## src/rtl/seq_accum_pkg.sv

```systemverilog
// Shared types and default widths for the seq_accum run-summing accumulator.
package seq_accum_pkg;

    typedef enum logic [1:0] {
        IDLE,
        ACC,
        FIN
    } accum_state_t;

    localparam int DATA_W_DEF = 16;
    localparam int SUM_W_DEF  = 20;

endpackage

```

## src/rtl/seq_accum_add.sv

```systemverilog
// Combinational adder for seq_accum: adds a zero-extended data word to the
// running sum and reports the carry out of SUM_W.
// Build option: define SEQ_ACCUM_SAT_EN to saturate at 2^SUM_W-1 on carry
// instead of wrapping modulo 2^SUM_W.
module seq_accum_add
    import seq_accum_pkg::*;
#(
    parameter int DATA_W = DATA_W_DEF,
    parameter int SUM_W  = SUM_W_DEF
) (
    input  logic [SUM_W-1:0]  sum_i,
    input  logic [DATA_W-1:0] data_i,
    output logic [SUM_W-1:0]  sum_o,
    output logic              carry_o
);

    logic [SUM_W:0] raw_sum;

    // One extra bit captures the carry; the wrap/saturate choice is made here.
    always_comb begin
        raw_sum = {1'b0, sum_i} + {{(SUM_W + 1 - DATA_W){1'b0}}, data_i};
        carry_o = raw_sum[SUM_W];
`ifdef SEQ_ACCUM_SAT_EN
        // Once saturated, any further non-zero word carries again, so the
        // sum stays pinned at the maximum for the rest of the run.
        sum_o   = carry_o ? {SUM_W{1'b1}} : raw_sum[SUM_W-1:0];
`else
        sum_o   = raw_sum[SUM_W-1:0];
`endif
    end

endmodule

```

## src/rtl/seq_accum.sv

```systemverilog
// seq_accum: go_l-started, valid/ready handshaked run accumulator. Sums
// unsigned words until a zero terminator or MAX_CNT non-zero words, then
// pulses done for one cycle with sum, count, ovf and by_limit.
// Build option: SEQ_ACCUM_SAT_EN selects saturating instead of wrapping sums.
module seq_accum
    import seq_accum_pkg::*;
#(
    parameter  int DATA_W  = DATA_W_DEF,
    parameter  int SUM_W   = SUM_W_DEF,
    parameter  int MAX_CNT = 255,
    localparam int CNT_W   = $clog2(MAX_CNT + 1)
) (
    input  logic              clk,
    input  logic              rst,
    input  logic              go_l,
    input  logic              in_valid,
    input  logic [DATA_W-1:0] in_data,
    output logic              in_ready,
    output logic              done,
    output logic [SUM_W-1:0]  sum,
    output logic [CNT_W-1:0]  count,
    output logic              ovf,
    output logic              by_limit
);

    accum_state_t     state_q, state_d;
    logic [SUM_W-1:0] sum_q, sum_d;
    logic [CNT_W-1:0] count_q, count_d;
    logic             ovf_q, ovf_d;
    logic             by_limit_q, by_limit_d;

    logic [SUM_W-1:0] add_sum;
    logic             add_carry;
    logic [CNT_W-1:0] count_inc;
    logic             accept;

    seq_accum_add #(
        .DATA_W (DATA_W),
        .SUM_W  (SUM_W)
    ) u_add (
        .sum_i   (sum_q),
        .data_i  (in_data),
        .sum_o   (add_sum),
        .carry_o (add_carry)
    );

    // Next-state and result update logic for the IDLE -> ACC -> FIN run.
    always_comb begin
        // NOTE: every signal assigned here gets a default first so no path
        // leaves it unassigned, which would otherwise infer a latch.
        state_d    = state_q;
        sum_d      = sum_q;
        count_d    = count_q;
        ovf_d      = ovf_q;
        by_limit_d = by_limit_q;
        accept     = in_valid && (state_q == ACC);
        count_inc  = count_q + CNT_W'(1);

        case (state_q)
            IDLE: begin
                if (!go_l) begin
                    state_d    = ACC;
                    sum_d      = '0;
                    count_d    = '0;
                    ovf_d      = 1'b0;
                    by_limit_d = 1'b0;
                end
            end
            ACC: begin
                if (accept) begin
                    if (in_data == '0) begin
                        state_d    = FIN;
                        by_limit_d = 1'b0;
                    end else begin
                        sum_d   = add_sum;
                        count_d = count_inc;
                        if (add_carry) begin
                            ovf_d = 1'b1;
                        end
                        if (count_inc == CNT_W'(MAX_CNT)) begin
                            state_d    = FIN;
                            by_limit_d = 1'b1;
                        end
                    end
                end
            end
            FIN:     state_d = IDLE;
            default: state_d = IDLE;
        endcase
    end

    // State and result registers with synchronous active-high reset.
    always_ff @(posedge clk) begin
        // NOTE: registers use non-blocking assignments so every flop samples
        // the pre-edge values regardless of statement order.
        if (rst) begin
            state_q    <= IDLE;
            sum_q      <= '0;
            count_q    <= '0;
            ovf_q      <= 1'b0;
            by_limit_q <= 1'b0;
        end else begin
            state_q    <= state_d;
            sum_q      <= sum_d;
            count_q    <= count_d;
            ovf_q      <= ovf_d;
            by_limit_q <= by_limit_d;
        end
    end

    assign in_ready = (state_q == ACC);
    assign done     = (state_q == FIN);
    assign sum      = sum_q;
    assign count    = count_q;
    assign ovf      = ovf_q;
    assign by_limit = by_limit_q;

endmodule
```

## config.mk

```make
export PLATFORM = sky130hd
export DESIGN_NAME = seq_accum
export DESIGN_NICKNAME = d
export VERILOG_FILES = /design/src/rtl/seq_accum_pkg.sv /design/src/rtl/seq_accum_add.sv /design/src/rtl/seq_accum.sv
export SDC_FILE = /design/constraint.sdc
export NUM_CORES = 1
export LEC_CHECK = 0
export CORE_UTILIZATION = 30
export CTS_CLUSTER_DIAMETER = 200
export DETAILED_ROUTE_END_ITERATION = 10
export PLACE_DENSITY = 0.67
export SYNTH_ARGS = -nofsm -noshare
export SYNTH_HDL_FRONTEND = slang
export SYNTH_SLANG_ARGS = --single-unit
```

## constraint.sdc

```tcl
create_clock -name clk -period 2.4 [get_ports clk]
set_clock_uncertainty 0.1 [all_clocks]
set_input_delay 0.48 -clock clk [delete_from_list [all_inputs] [get_ports clk]]
set_output_delay 0.48 -clock clk [all_outputs]
set_load 0.02 [all_outputs]
```

Yosys cells after proc, flatten, opt, wreduce, memory -nomap -nowiden
Cells that the tools add are included.
{"block": "word_totals", "reg_bits": 32, "latch_bits": 0, "ram_bits": 0, "rom_bits": 0, "inputBits": 20, "output_inout_bits": 32, "memories": 0}
{"block": "op_classes", "n_addsub": 2, "mul": 0, "div": 0, "order_cmp": 0, "eq_ne": 8, "n_shift": 0, "muxes": 22, "bitwise": 0, "n_reduce_logical": 8}
{"op": "$mux 20", "n": 3}
{"op": "$pmux 20 s2", "n": 1}
{"op": "$mux 8", "n": 3}
{"op": "$add 20x16->21", "n": 1}
{"op": "$logic_not 16->1", "n": 1}
{"op": "$pmux 8 s2", "n": 1}
{"op": "$add 8x1->8 const B", "n": 1}
{"op": "$eq 8x8->1 const B", "n": 1}
{"op": "$mux 2", "n": 4}
{"op": "$reduce_and 4->1", "n": 2}
{"op": "$mux 1", "n": 7}
{"op": "$reduce_and 5->1", "n": 1}
{"op": "$ne 2x1->1 const B", "n": 2}
{"op": "$ne 2x2->1 const B", "n": 2}
{"op": "$pmux 1 s2", "n": 2}
{"op": "$pmux 2 s2", "n": 1}
{"op": "$ne 3x1->1 const B", "n": 1}
{"op": "$reduce_and 3->1", "n": 1}
{"op": "$eq 2x1->1 const B", "n": 1}
{"op": "$eq 2x2->1 const B", "n": 1}
{"op": "$logic_not 2->1", "n": 1}
{"op": "$reduce_bool 2->1", "n": 1}
{"op": "$logic_and 1x1->1", "n": 1}

Longest topological paths before layout
Gate-level depths: netlist of run 1.
{"block": "depth", "word_depth": 6, "ltp_mapped": 9, "mapped_depth_nobuf": 9}

Modules after synthesis
A second synthesis of run 1 with hierarchy kept.
{"block": "hier_totals", "cells_unflattened": 303, "area_unflattened_um2": 2468.6}
{"mod": "seq_accum", "n_inst": 1, "cells_per_inst": 180, "area_per_inst_um2": 1559.0}
{"mod": "seq_accum_add", "n_inst": 1, "cells_per_inst": 123, "area_per_inst_um2": 909.6}

Worst setup path before layout of run 1
Ideal clock, no wire load.
{"block": "synth_path", "kind": "register -> register", "start": "reg sum_q[0], in the netlist sum[0]", "end": "reg sum_q[16], in the netlist sum[16]", "setup_ns": 0.116, "arrival_time_ns": 2.205, "required_ns": 2.184, "slack_ns": -0.021, "path_stages_with_launch": 10, "n_path_buf": 0, "period_less_slack_ns": 2.421, "cell_sequence": "dfxtp_1 > ha_1 > inv_1 > fa_1 > nand2b_1 > a21o_1 > a211o_1 > o21ai_1 > a21oi_1 > a31o_2"}
{"block": "synth_between", "elab_chain_cells": 4}
{"item": "from (decl)", "line_no": "seq_accum.sv:27", "text": "logic [SUM_W-1:0] sum_q, sum_d;"}
{"item": "from (signal assigned)", "line_no": "seq_accum.sv:104", "text": "sum_q <= sum_d;"}
{"item": "$add 20x16->21", "line_no": "seq_accum_add.sv:21", "text": "raw_sum = {1'b0, sum_i} + {{(SUM_W + 1 - DATA_W){1'b0}}, data_i};"}
{"item": "$mux 20", "line_no": "seq_accum.sv:71", "text": "if (in_data == '0) begin"}
{"item": "$mux 20", "line_no": "seq_accum.sv:70", "text": "if (accept) begin"}
{"item": "$pmux 20 s2", "line_no": "seq_accum.sv:59", "text": "case (state_q)"}
Every way passes these cells. The select of a mux whose other input is x is not followed.
A chain may end at the register's enable or synchronous reset.

Worst setup path in the final report of run 1
{"block": "layout_path", "start": "in in_data[5]", "end": "reg sum_q[19], in the netlist sum[19]"}
{"block": "layout_between", "elab_chain_cells": 4}
{"item": "from (decl)", "line_no": "seq_accum.sv:17", "text": "input logic [DATA_W-1:0] in_data,"}
{"item": "$add 20x16->21", "line_no": "seq_accum_add.sv:21"}
{"item": "$mux 20", "line_no": "seq_accum.sv:71"}
{"item": "$mux 20", "line_no": "seq_accum.sv:70"}
{"item": "$pmux 20 s2", "line_no": "seq_accum.sv:59"}
Parallel ways exist; a longest one is shown, timed or not. The select of a mux whose other input is x is not followed.

==> reports/metrics.cfg, run 1 <==
[pwr]
p_clk_frac = 0.310
swShare = 0.299
vdd_drop_max_v = 0.000192
p_leak_nw = 1.36
intPower_mw = 0.982
switching_power_mw = 0.419
power_frac_seq = 0.401
power_frac_comb = 0.289
p_per_area_nw_per_um2 = 417

[grt]
grt-ovfl-total = 0
grt_max_degree = 16
grt_use_total = 0.161
antenna_found_initial = 0
grt_pass1_vias = 2165
grt_first_pass_wirelength_mm = 9.74

[synth]
synth_area_leaders = dfxtp_1 (29%), ha_1 (10%), a21oi_1 (6.4%)
yosysSeqAreaShare = 0.290
avgSynthCellArea_um2 = 8.29
synth_top_area_frac = 0.290
synth-edff-count = 0
synth_top_area_cell = dfxtp_1
synth_warnings = 0
async_flop_share = 0
ys_ff_latch = 32
synth_nets = 305
synth_area_um2 = 2210
synth_flop_cell = dfxtp_1
ys_types = 55
syn_inst = 266

[worst_setup_path]
startpoint_type = input port
r2r-start = sum[0]$_SDFFE_PP0P_
crit_buf_inv = 1
setup.worst_path.class = in2reg
slowest_stage = clkdlybuf4s50_1
critPathTopFamily = simple AND/OR/NAND/NOR gates
path_max_fanout = 4
rrSetupSlack_ps = 160
crit_chain = clkdlybuf4s50_1, nor4_1, nand4_1, o21a_1, and4_4, mux2_4, o211ai_2
regToRegEndpoint = sum[16]$_SDFFE_PP0P_
end_kind = flip-flop
rr_worst_depth = 9
slowest_delay_ps = 480
required_ps = 2520
cp.arrival_ps = 2500

[clock_tree]
clock_path_buffers = 2
cts_tree = done
ctsRootBufferMaster = clkbuf_8
htree_levels = 2
clock_latency_ps = 290
cts.sinks = 32
clkTransAtPathRegs_ps = 70
cts_buffers = 5

[timing]
worst_slew_pin_slew_ps = 451
final-max-slew-violation-count = 0
rsz0062_at_grt = yes
max_freq_mhz = 419
final-hold-violation-count = 0
layout_min_cycle_time_ps = 2390
fin_setup_tns_ps = 0
period_share = 0.994
setup_viol = 0
slew_headroom = 0.698
fin_ws_ps = 14.4

[finish]
nNetsFinal = 403
drive_above_1_share = 0.233
syn_to_final_growth_pct = 52.2
antenna_cells = 0

[placed_design]
post-place-ws_ps = -544
dp_hpwl_mm = 4.68
port_buffers = 51
gp_congestion = 0.836

[drt]
drtIter0Drc = 77
vias_per_cell = 5.08
drt_first_pass_iters = 5
detail_route.wirelength_mm = 6.14
wire_per_inst_um = 13.3
vias = 2341
ant_nets = 0
drc = 0

[run]
maxCapViolCount = 0

[floorplan]
fp.dieW_um = 87.8
fp.coreArea_um2 = 6940
start_util = 0.318
die_height_um = 87.8
ios = 52
dieArea_um2 = 7700
std_cell_rows = 30

[status]
status = complete, no violations

[hold_path]
whs_endpoint = sum[0]$_SDFFE_PP0P_
min_path_type = reg2reg
min_path_cells = 2
hold_path.startpoint = sum[0]$_SDFFE_PP0P_

==> power groups by stage <==
stage | Clock, mW | Sequential [mW] | Combinational (mW)
final | 0.435 | 0.563 | 0.404
after global routing | 0.477 | 0.565 | 0.440
after CTS | 0.445 | 0.562 | 0.394
after global placement | 0 | 0.574 | 0.387
after floorplan | 0 | 0.586 | 0.189
after detailed placement | 0 | 0.574 | 0.391
==> stage by stage <==
stage	hold slack (ps)	utilization	cells	cell area [um^2]	total power [mW]
6_report	374	0.484	461	3360	1.40
3_5_place_dp	363	0.457	452	3170	0.965
5_1_grt	393	0.484	461	3360	1.48
4_1_cts	376	0.472	460	3280	1.40
2_1_floorplan	394	-	266	2210	0.776
3_3_place_gp	355	0.457	452	3170	0.960
==> state kept, by name (all words and copies together), names as in the netlist <==
signal / cells
state_q: 2
sum: 20
count: 8
ovf: 1
by_limit: 1
==> cell usage after synthesis, types with 2 or more instances <==
master / n
a211oi_2: 2
a21o_1: 4
a21oi_1: 28
a22o_1: 7
a22oi_1: 4
a311oi_1: 5
a31oi_1: 4
a41oi_1: 2
and3_1: 6
buf_2: 3
clkbuf_1: 6
dfxtp_1: 32
ha_1: 18
inv_1: 6
nand2_1: 27
nand2b_1: 7
nand3_1: 10
nand4_1: 5
nor2_1: 17
nor2b_1: 5
nor3_1: 5
nor4_1: 5
o2111ai_1: 3
o211ai_1: 2
o21a_1: 3
o21ai_0: 5
o21ai_1: 3
or3_1: 3
xnor2_1: 8
xor2_1: 6
==> layer usage <==
metal  wire length [um]  global-route usage  part of all wire  up-vias
met1               2850               0.209              0.46     1090
met2               2910               0.266              0.47       48
met4                 74              0.0522             0.012        0
met5                  0                   0                 0        -
met3                306              0.0330             0.050        7
li1                   -                   -                 -     1196
==> cell usage in the layout, fill, tap and decap left out, drive strengths merged, types with 5 or more instances in the layout <==
cell / instances
a21oi: 28
a22o: 7
a311oi: 5
and3: 6
buf: 50
clkbuf: 6
clkdlybuf4s50: 46
dfxtp: 32
ha: 18
inv: 7
nand2: 27
nand2b: 7
nand3: 10
nand4: 5
nor2: 19
nor2b: 5
nor3: 5
nor4: 5
o21ai: 8
xnor2: 8
xor2: 6
==> cell families (layout without fill, tap and decap cells) <==
kind of cell	after synthesis	count (layout)	synth area share
xor+xnor	14	14	0.0556
compound gates	83	83	0.265
fa+ha+maj	19	19	0.111
mux	2	2	0.0113
simple gates	99	99	0.232
flops	32	32	0.290
buf+inv	17	116	0.0340
==> tightest hold or removal path: stages, from the launching register on <==
cell and delay (ps):
dfxtp_2 330, nand2_1 50, a21oi_1 50
==> worst max-delay path by stage <==
stage | slack (ps) | from | end | cells after the start
3_5_place_dp | -540 | in_data[0] | sum[16]$_SDFFE_PP0P_ | 10
3_3_place_gp | -510 | in_data[0] | sum[16]$_SDFFE_PP0P_ | 10
4_1_cts | 20 | in_data[5] | sum[19]$_SDFFE_PP0P_ | 8
2_1_floorplan | 40 | in_data[0] | sum[16]$_SDFFE_PP0P_ | 9
6_report | 10 | in_data[5] | sum[19]$_SDFFE_PP0P_ | 7
5_1_grt | -10 | in_data[2] | sum[19]$_SDFFE_PP0P_ | 7
==> layout make-up <==
cell class              instances  area [um^2]
clock buffers                   6         82.6
clock inverters                 2         10.0
fillers                       677         3590
inverters                       7         26.3
multi-input cells             217         1570
flip-flops and latches         32          642
well taps                      96          120
repair buffers                101          905
==> repair_timing <==
| action | 4_1_cts | 5_1_grt |
|---|---|---|
| hold buffers | 0 | 0 |
| setup buffers | 0 | 1 |
| gates resized for setup | 5 | 16 |
| setup endpoints to repair | 15 | 22 |
| hold endpoints to repair | 0 | 0 |
| pin swaps | 4 | 8 |
Note: power is estimated with default switching activity, not from simulation.
==> run 2: changes to the inputs <==
--- a/config.mk
+++ b/config.mk
@@ -8,6 +8,7 @@
 export CORE_UTILIZATION = 30
 export CTS_CLUSTER_DIAMETER = 200
 export DETAILED_ROUTE_END_ITERATION = 10
+export GPL_ROUTABILITY_DRIVEN = 0
 export PLACE_DENSITY = 0.67
 export SYNTH_ARGS = -nofsm -noshare
 export SYNTH_HDL_FRONTEND = slang
==> results of run 2 <==
The final DEF is identical to that of run 1; final timing and power are the same.
==> run 3: changes to the inputs <==
==> constraint.sdc (replaced) <==
create_clock -name clk -period 2.4 [get_ports clk]
set_clock_uncertainty 0.1 [all_clocks]
set_input_delay 0.24 -clock clk [delete_from_list [all_inputs] [get_ports clk]]
set_output_delay 0.24 -clock clk [all_outputs]
set_load 0.02 [all_outputs]
==> run 3 against run 2 <==
  * Highest routed layer unchanged
  * Sequential share of layout area grew 1.3 points
  * Worst hold slack lost 21 ps
  * Fmax grew 5.3%
  * Global-route usage shrank 0.37 points
==> reports/metrics.cfg, run 3 (synthesized netlist as in run 1, its figures left out) <==
[pwr]
p_per_area_nw_per_um2 = 458  ; was 417 nW/um^2
power_frac_seq = 0.390  ; was 0.401
intPower_mw = 1.02  ; was 0.982 mW
p_clk_frac = 0.366  ; was 0.310
power_frac_comb = 0.244  ; was 0.289
swShare = 0.292  ; was 0.299
p_leak_nw = 1.25  ; was 1.36 nW
vdd_drop_max_v = 0.000202  ; was 0.000192 V
switching_power_mw = 0.420  ; was 0.419 mW

[worst_setup_path]
regToRegEndpoint = sum[16]$_SDFFE_PP0P_  ; unchanged
end_kind = flip-flop  ; unchanged
path_max_fanout = 4  ; unchanged
r2r-start = sum[0]$_SDFFE_PP0P_  ; unchanged
required_ps = 2480  ; was 2520 ps
startpoint_type = flip-flop  ; was input port
critPathLaunch = sum[0]$_SDFFE_PP0P_  ; was in_data[5]
crit_end = sum[16]$_SDFFE_PP0P_  ; was sum[19]$_SDFFE_PP0P_
rrSetupSlack_ps = 130  ; was 160 ps
cp.arrival_ps = 2350  ; was 2500 ps
setup.worst_path.class = reg2reg  ; was in2reg
rr_worst_depth = 9  ; unchanged

[placed_design]
place_inst = 428  ; was 452
place_area_um2 = 2990  ; was 3170 um^2
port_buffers = 51  ; unchanged
post-place-ws_ps = -377  ; was -544 ps
dp_hpwl_mm = 4.50  ; was 4.68 mm

[finish]
final_cells = 439  ; was 461
fillers = 718  ; was 677
final_area_um2 = 3150  ; was 3360 um^2
nNetsFinal = 381  ; was 403
seq_area_um2 = 642  ; unchanged
antenna_cells = 0  ; unchanged
multi_input_area_um2 = 1510  ; was 1570 um^2
largest_reg_flops = 20  ; unchanged
final_common_cell = clkdlybuf4s50_1  ; was buf_4
drive_above_1_share = 0.155  ; was 0.233
syn_to_final_growth_pct = 42.6  ; was 52.2%
final_cell_mix = clkdlybuf4s50_1 (50), dfxtp_1 (31), a21oi_1 (27), nand2_1 (27), buf_4 (27)  ; was buf_4 (49), clkdlybuf4s50_1 (46), dfxtp_1 (31), nand2_1 (27), a21oi_1 (26)

[clock_tree]
htree_levels = 2  ; unchanged
clock_latency_ps = 290  ; about the same
clkTransAtPathRegs_ps = 70  ; about the same
clock_path_buffers = 2  ; unchanged
cts_buffers = 5  ; unchanged
cts_tree = done  ; unchanged
cts.sinks = 32  ; unchanged
cts-hold-fix-buffers = 0  ; unchanged
ctsRootBufferMaster = clkbuf_8  ; unchanged

[drt]
detail_route.wirelength_mm = 5.86  ; was 6.14 mm
drc = 0  ; unchanged
vias_per_cell = 5.08  ; about the same
wire_per_inst_um = 13.3  ; about the same
vias = 2231  ; was 2341
drt_first_pass_iters = 4  ; was 5
drtIter0Drc = 70  ; was 77
ant_nets = 0  ; unchanged

[timing]
layout_min_cycle_time_ps = 2270  ; was 2390 ps
holdWs_ps = 353  ; was 374 ps
period_share = 0.944  ; was 0.994
worst_slew_pin_slew_ps = 513  ; was 451 ps
fin_ws_ps = 134  ; was 14.4 ps
setup_viol = 0  ; unchanged
max_freq_mhz = 441  ; was 419 MHz
rsz0062_at_grt = no  ; was yes
final-hold-violation-count = 0  ; unchanged
slew_headroom = 0.658  ; was 0.698
final-max-slew-violation-count = 0  ; unchanged

[floorplan]
start_util = 0.318  ; unchanged
fp.coreArea_um2 = 6940  ; unchanged
std_cell_rows = 30  ; unchanged
fp.dieW_um = 87.8  ; unchanged
die_height_um = 87.8  ; unchanged
ios = 52  ; unchanged
dieArea_um2 = 7700  ; unchanged

[grt]
grt_first_pass_wirelength_mm = 9.51  ; was 9.74 mm
gr-usage-met1 = 0.205  ; was 0.209
grtUsageMet2 = 0.264  ; was 0.266
top_usage_layer = met2  ; unchanged
grt_max_degree = 19  ; was 16
grt-ovfl-total = 0  ; unchanged
grt_pass1_vias = 2072  ; was 2165
antenna_found_initial = 0  ; unchanged
gr-usage-met3 = 0.0330  ; unchanged
grt_use_total = 0.157  ; was 0.161

[status]
status = complete, no violations  ; unchanged

[run]
maxCapViolCount = 0  ; unchanged

[hold_path]
min_path_type = in2reg  ; was reg2reg

run 3: power by group through the flow:
stage          Clock (mW)  Combinational, mW  Sequential, mW
2_1_floorplan           0              0.189           0.586
3_3_place_gp            0              0.340           0.574
3_5_place_dp            0              0.345           0.574
6_report            0.527              0.352           0.562
4_1_cts             0.537              0.350           0.562
5_1_grt             0.561              0.384           0.564
run 3: area by class of cell:
class,count,share of cell area
clock buffers,5,0.0219
clock inverters,3,0.0135
inverters,7,0.00835
multi-input cells,217,0.480
flip-flops and latches,32,0.204
well taps,96,0.0382
repair buffers,79,0.234
run 3: worst min path at each step:
stage / slack [ps] / endpoint / cells after the start / start
2_1_floorplan: 300 / state_q[1]$_SDFFE_PP0P_ / 1 / in_valid
3_3_place_gp: 360 / sum[0]$_SDFFE_PP0P_ / 2 / sum[0]$_SDFFE_PP0P_
3_5_place_dp: 350 / sum[0]$_SDFFE_PP0P_ / 2 / sum[0]$_SDFFE_PP0P_
4_1_cts: 370 / sum[0]$_SDFFE_PP0P_ / 2 / sum[0]$_SDFFE_PP0P_
5_1_grt: 380 / sum[0]$_SDFFE_PP0P_ / 2 / sum[0]$_SDFFE_PP0P_
6_report: 350 / sum[0]$_SDFFE_PP0P_ / 4 / in_data[0]
run 3: routing by layer:
layer	part of all wire	vias up
li1	-	1145
met1	0.48	1041
met2	0.48	41
met3	0.037	4
met4	0.0060	0
met5	0	-
run 3: what timing repair did:
| action | 4_1_cts | 5_1_grt |
|---|---|---|
| pin swaps | 3 | 6 |
| setup endpoints to repair | 3 | 5 |
| buffers inserted | 1 | 2 |
| gates resized for setup | 4 | 2 |
run 3: per-stage QoR:
step	power [mW]	TNS (ps)	utilization
3_3_place_gp	0.915	-1940	0.430
6_report	1.44	0	0.453
5_1_grt	1.51	0	0.453
3_5_place_dp	0.919	-2510	0.430
2_1_floorplan	0.775	0	-
4_1_cts	1.45	0	0.450
run 3: worst max-delay path: stages (launching register included):
cell,delay (ps)
dfxtp_2,340
ha_2,180
inv_1,60
fa_2,360
nand2b_4,150
a21o_1,170
a211o_1,320
o21ai_2,210
a21oi_2,70
a31o_2,220
